===== src/rtl/uart_rx_cfg.sv =====
// Configurable-format UART receiver: elaboration-time frame format, run-time bit period,
// valid/ready output register with per-word parity/framing flags and overrun pulse.
module uart_rx_cfg #(
  parameter int DATA_BITS   = 8,
  parameter int PARITY_EN   = 0,
  parameter int PARITY_ODD  = 0,
  parameter int STOP_BITS   = 1,
  parameter int DIV_WIDTH   = 24,
  parameter int SYNC_STAGES = 2
) (
  input  logic                 uart_clock,
  input  logic                 uart_reset,
  input  logic                 uart_d_in,
  input  logic [DIV_WIDTH-1:0] baud_div,
  output logic [DATA_BITS-1:0] uart_d_out,
  output logic                 uart_valid,
  input  logic                 uart_ready,
  output logic                 parity_err,
  output logic                 frame_err,
  output logic                 overrun
);

  localparam int                   IDX_W   = $clog2(DATA_BITS + 1);
  localparam logic [DIV_WIDTH-1:0] DIV_MIN = DIV_WIDTH'(4);
  localparam logic [DIV_WIDTH-1:0] ONE     = DIV_WIDTH'(1);
  localparam logic                 PAR_ODD = (PARITY_ODD != 0);
  localparam logic [IDX_W-1:0]     LAST_DATA = IDX_W'(DATA_BITS - 1);
  localparam logic [IDX_W-1:0]     LAST_STOP = IDX_W'(STOP_BITS - 1);

  if (DATA_BITS < 5 || DATA_BITS > 9) begin : g_bad_data_bits
    $error("uart_rx_cfg: DATA_BITS must be 5..9");
  end
  if (STOP_BITS < 1 || STOP_BITS > 2) begin : g_bad_stop_bits
    $error("uart_rx_cfg: STOP_BITS must be 1 or 2");
  end
  if (SYNC_STAGES < 2) begin : g_bad_sync
    $error("uart_rx_cfg: SYNC_STAGES must be >= 2");
  end

  typedef enum logic [2:0] {
    S_IDLE,
    S_START,
    S_DATA,
    S_PARITY,
    S_STOP,
    S_DELIVER
  } state_t;

  state_t                 state_q,   state_d;
  logic [SYNC_STAGES-1:0] sync_q,    sync_d;
  logic                   rx_prev_q, rx_prev_d;
  logic [DIV_WIDTH-1:0]   cnt_q,     cnt_d;
  logic [DIV_WIDTH-1:0]   div_q,     div_d;
  logic [IDX_W-1:0]       idx_q,     idx_d;
  logic [DATA_BITS-1:0]   shift_q,   shift_d;
  logic                   perr_q,    perr_d;
  logic                   ferr_q,    ferr_d;
  logic [DATA_BITS-1:0]   dout_q,    dout_d;
  logic                   valid_q,   valid_d;
  logic                   pe_out_q,  pe_out_d;
  logic                   fe_out_q,  fe_out_d;
  logic                   ovr_q,     ovr_d;

  logic                   rx_s;
  logic                   cnt_done;
  logic [DIV_WIDTH-1:0]   div_eff;

  assign rx_s     = sync_q[SYNC_STAGES-1];
  assign cnt_done = (cnt_q == '0);
  assign div_eff  = (baud_div < DIV_MIN) ? DIV_MIN : baud_div;

  always_comb begin
    state_d   = state_q;
    sync_d    = {sync_q[SYNC_STAGES-2:0], uart_d_in};
    rx_prev_d = rx_s;
    cnt_d     = cnt_q;
    div_d     = div_q;
    idx_d     = idx_q;
    shift_d   = shift_q;
    perr_d    = perr_q;
    ferr_d    = ferr_q;
    dout_d    = dout_q;
    valid_d   = valid_q;
    pe_out_d  = pe_out_q;
    fe_out_d  = fe_out_q;
    ovr_d     = 1'b0;

    case (state_q)
      S_IDLE: begin
        // rx_prev_q must be high, so a line held low after a frame never re-triggers
        if (rx_prev_q && !rx_s) begin
          div_d   = div_eff;
          cnt_d   = (div_eff >> 1) - ONE;
          perr_d  = 1'b0;
          ferr_d  = 1'b0;
          state_d = S_START;
        end
      end

      S_START: begin
        if (!cnt_done) begin
          cnt_d = cnt_q - ONE;
        end else if (rx_s) begin
          state_d = S_IDLE;
        end else begin
          cnt_d   = div_q - ONE;
          idx_d   = '0;
          state_d = S_DATA;
        end
      end

      S_DATA: begin
        if (!cnt_done) begin
          cnt_d = cnt_q - ONE;
        end else begin
          // LSB-first right shift: after DATA_BITS samples the first bit sits at bit 0
          shift_d = {rx_s, shift_q[DATA_BITS-1:1]};
          cnt_d   = div_q - ONE;
          if (idx_q == LAST_DATA) begin
            idx_d   = '0;
            state_d = (PARITY_EN != 0) ? S_PARITY : S_STOP;
          end else begin
            idx_d = idx_q + IDX_W'(1);
          end
        end
      end

      S_PARITY: begin
        if (!cnt_done) begin
          cnt_d = cnt_q - ONE;
        end else begin
          perr_d  = ((^shift_q) ^ rx_s) != PAR_ODD;
          cnt_d   = div_q - ONE;
          idx_d   = '0;
          state_d = S_STOP;
        end
      end

      S_STOP: begin
        if (!cnt_done) begin
          cnt_d = cnt_q - ONE;
        end else begin
          if (!rx_s) begin
            ferr_d = 1'b1;
          end
          if (idx_q == LAST_STOP) begin
            state_d = S_DELIVER;
          end else begin
            idx_d = idx_q + IDX_W'(1);
            cnt_d = div_q - ONE;
          end
        end
      end

      S_DELIVER: begin
        state_d = S_IDLE;
      end

      default: begin
        state_d = S_IDLE;
      end
    endcase

    // Output register: a held, unaccepted word wins over a newly completed frame
    if (state_q == S_DELIVER) begin
      if (!valid_q || uart_ready) begin
        dout_d   = shift_q;
        pe_out_d = perr_q;
        fe_out_d = ferr_q;
        valid_d  = 1'b1;
      end else begin
        ovr_d = 1'b1;
      end
    end else if (valid_q && uart_ready) begin
      valid_d  = 1'b0;
      pe_out_d = 1'b0;
      fe_out_d = 1'b0;
    end
  end

  always_ff @(posedge uart_clock) begin
    if (uart_reset) begin
      state_q   <= S_IDLE;
      sync_q    <= '1;
      rx_prev_q <= 1'b1;
      cnt_q     <= '0;
      div_q     <= '0;
      idx_q     <= '0;
      shift_q   <= '0;
      perr_q    <= 1'b0;
      ferr_q    <= 1'b0;
      dout_q    <= '0;
      valid_q   <= 1'b0;
      pe_out_q  <= 1'b0;
      fe_out_q  <= 1'b0;
      ovr_q     <= 1'b0;
    end else begin
      state_q   <= state_d;
      sync_q    <= sync_d;
      rx_prev_q <= rx_prev_d;
      cnt_q     <= cnt_d;
      div_q     <= div_d;
      idx_q     <= idx_d;
      shift_q   <= shift_d;
      perr_q    <= perr_d;
      ferr_q    <= ferr_d;
      dout_q    <= dout_d;
      valid_q   <= valid_d;
      pe_out_q  <= pe_out_d;
      fe_out_q  <= fe_out_d;
      ovr_q     <= ovr_d;
    end
  end

  assign uart_d_out = dout_q;
  assign uart_valid = valid_q;
  assign parity_err = pe_out_q;
  assign frame_err  = fe_out_q;
  assign overrun    = ovr_q;

endmodule


===== config.mk =====
export PLATFORM = sky130hd
export DESIGN_NAME = uart_rx_cfg
export DESIGN_NICKNAME = d
export VERILOG_FILES = /design/src/rtl/uart_rx_cfg.sv
export SDC_FILE = /design/constraint.sdc
export NUM_CORES = 1
export LEC_CHECK = 0
export CORE_MARGIN = 10
export CORE_UTILIZATION = 40
export CTS_CLUSTER_SIZE = 12
export DETAILED_ROUTE_END_ITERATION = 8
export MAX_ROUTING_LAYER = met4
export PLACE_DENSITY = 0.63
export SKIP_LAST_GASP = 1
export SYNTH_ARGS = -nofsm -noshare
export SYNTH_HDL_FRONTEND = slang
export SYNTH_SLANG_ARGS = --single-unit

===== constraint.sdc =====
create_clock -name uart_clock -period 3.2 [get_ports uart_clock]
set_input_delay 0.32 -clock uart_clock [delete_from_list [all_inputs] [get_ports uart_clock]]
set_output_delay 0.32 -clock uart_clock [all_outputs]
set_load 0.03 [all_outputs]

==> run summary <==
clk root buf -> clkbuf_16
die area -> 16000 um^2
Tot Pwr -> 2.62 mW
total core area -> 11000 um^2
status -> finished clean
WP data required -> 3.47 ns
first-pass GRT wire length -> 23.2 mm
Tcrit/Tclk final -> 97.3%
mean post-synth cell area -> 7.89 um^2
max-cap viol count -> 0
Syn Std Cell Area -> 4550 um^2
routability cong. -> 0.926
register share of total power -> 41.2%
Hold Path Class -> reg2reg
Post-DRT Antenna Nets -> 0
PD cells -> 450 nW/um^2
Util after Layout -> 53.1%
share of cells above drive strength 1 -> 18.4%
vias in the first global route -> 4479
hold-fix buffers at CTS -> 0
Ports -> 40
register area share after synthesis -> 35.2%
clock sinks -> 80
Pins Over Slew Limit -> 0
Antenna Diode Count -> 0
Post-DP Area -> 5530 um^2
final instance area -> 5830 um^2
internal cell power -> 1.81 mW
DRT Wirelength -> 13.9 mm
WS Path Type -> reg2reg
hold_ws -> 0.408 ns
initial antenna violation count -> 0
number of flops mapped to enable cells by yosys -> 0
WL/cell -> 17.2 um
Final Setup Violations -> 0
top area cells in the synthesized netlist -> dfxtp_1, nor2_1, a21oi_1, nand2_1, mux2i_1
Clock Path Buffers -> 2
share of the synthesized area in the top cell type -> 35.2%
drt pass-1 iters -> 6
final hold vios -> 0
Combinational Power Share -> 20.6%
Slew @ Worst Pin -> 0.680 ns
Die Wd -> 127 um
total grt overflow -> 0
via count -> 4688
switch share -> 31.1%
Max FO, Critical Path -> 7
#FFs+latches synth -> 80
placed cell count -> 793
number of I/O port buffers -> 39
synth cell count leaders -> dfxtp_1, nor2_1, nand2_1, a21oi_1, clkbuf_1
fraction of registers with async set/reset -> 0%
Setup Skew -> 0.00761 ns
H-tree depth -> 3
Setup crit start kind -> register
Tmin final -> 3.11 ns
Top FF cell, synth -> dfxtp_1
Worst-Skew Late Latency -> 0.35 ns
DR iter-0 viols -> 394
Yosys top cell by area -> dfxtp_1
worst vdd ir -> 0.302 mV
nets -> 695
cts bufs inserted -> 9
via density per instance -> 5.79
largest net degree at the start of global routing -> 41
P_leak -> 2.03 nW
Residual DRC -> 0
Final Non-Filler Cells -> 809
Clock Power Share -> 38.2%
GRT Resource Usage Total -> 18.0%
Detailed Place HPWL -> 10.3 mm
CTS clk-pin slew, worst paths -> 0.07 ns
synth unique cells -> 71
Rel. slew slack -> 54.6%
P&R area growth vs syn -> 28.3%
row cnt -> 38
Cells after Synth -> 576
Initial Util -> 41.4%
count leader, synth -> dfxtp_1
post-synthesis net count -> 607
critical path data arrival time -> 3.38 ns
CTS tree -> done
Synth warnings -> 0
P_sw -> 814 uW
Fmax -> 321 MHz
Die Height -> 127 um
CP Capture Type -> register
[power by group through the flow]
stage          registers (mW)  clock network [mW]  logic [mW]
2_1_floorplan            1.09                   0       0.303
3_3_place_gp             1.10                   0       0.521
3_5_place_dp             1.10                   0       0.525
4_1_cts                  1.08                1.02       0.528
5_1_grt                  1.08                1.07       0.587
6_report                 1.08                1.00       0.541
[repair_timing]
item                       CTS  global route
gates resized for setup      0             5
setup endpoints to repair    0             2
setup buffers                0             0
[cell type report]
class	count	area [um^2]
Sequential cell	80	1600
Timing Repair Buffer	112	933
Fill cell	1050	5150
Clock buffer	9	225
Multi-Input combinational cell	452	2800
Inverter	9	33.8
Clock inverter	7	60.1
Tap cell	140	175
[final timing paths]
check                   end       from  slack [ns]  depth (start not counted)
setup reg to reg  cnt_q[18]  cnt_q[16]        0.09                         11
hold reg to reg   sync_q[1]  sync_q[0]        0.41                          1
hold / removal    sync_q[1]  sync_q[0]        0.41                          1
setup / recovery  cnt_q[18]  cnt_q[16]        0.09                         11
[routing by layer]
layer  share of wire (%)  vias up  track usage [%]
li1                    -     2291                -
met1                  47     2242             23.3
met2                  46      130             27.1
met3                 5.1       25             2.79
met4                 2.4        0             8.10
met5                   0        -                -
[placed cells by master (no fill, tap or decap), types with 4 or more instances in the layout]
cell type / Yosys / final
a31oi_1: 12 / 11
o21ai_0: 20 / 20
nor2_1: 78 / 77
or3_1: 5 / 5
nand2b_1: 6 / 6
buf_4: 1 / 73
o31ai_1: 8 / 8
dfxtp_1: 80 / 80
xnor2_1: 10 / 10
clkdlybuf4s50_1: 0 / 38
o211ai_1: 5 / 5
o21a_1: 4 / 4
clkbuf_16: 0 / 9
inv_1: 9 / 9
or4_1: 7 / 6
or2_2: 4 / 4
mux2i_1: 16 / 16
nor2b_1: 6 / 6
nor4_1: 6 / 6
nand2_1: 68 / 68
or4_4: 3 / 4
a311oi_1: 14 / 13
a211oi_1: 16 / 16
nor3_1: 17 / 17
nand3_1: 11 / 11
a21oi_1: 58 / 58
nand4_1: 8 / 8
xor2_1: 8 / 8
[state kept, by name, summed over array words and instances (netlist names), 2 cells and up]
signal	flops
cnt_q	24
div_q	24
idx_q	4
shift_q	8
state_q	3
sync_q	2
uart_d_out	8
[through the flow]
stage	worst slack [ns]	TNS, ns
2_1_floorplan	0.164	0
3_3_place_gp	-0.138	-0.511
3_5_place_dp	-0.175	-1.02
4_1_cts	0.0443	0
5_1_grt	-0.00798	-0.00798
6_report	0.0868	0
[worst max-delay path: stages (launching register included)]
cell and delay [ns]:
dfxtp_1 0.34, or4_4 0.57, or4_4 0.54, o21ai_2 0.16, and2_4 0.16, inv_1 0.04
ha_1 0.21, o21a_1 0.13, buf_4 0.18, and3_2 0.25, a31o_2 0.20, a311oi_1 0.24
[cell families after synthesis]
logic type	after synthesis	synth area share, %
muxes	17	3.77
buffers and inverters	44	3.91
DFF	80	35.2
adders and majority gates	3	0.826
xor gates and xnor gates	18	3.47
and+or+nand+nor	251	29.1
AOI/OAI and AO/OA	163	23.7
No activity file was read; power rests on OpenSTA's default activity.
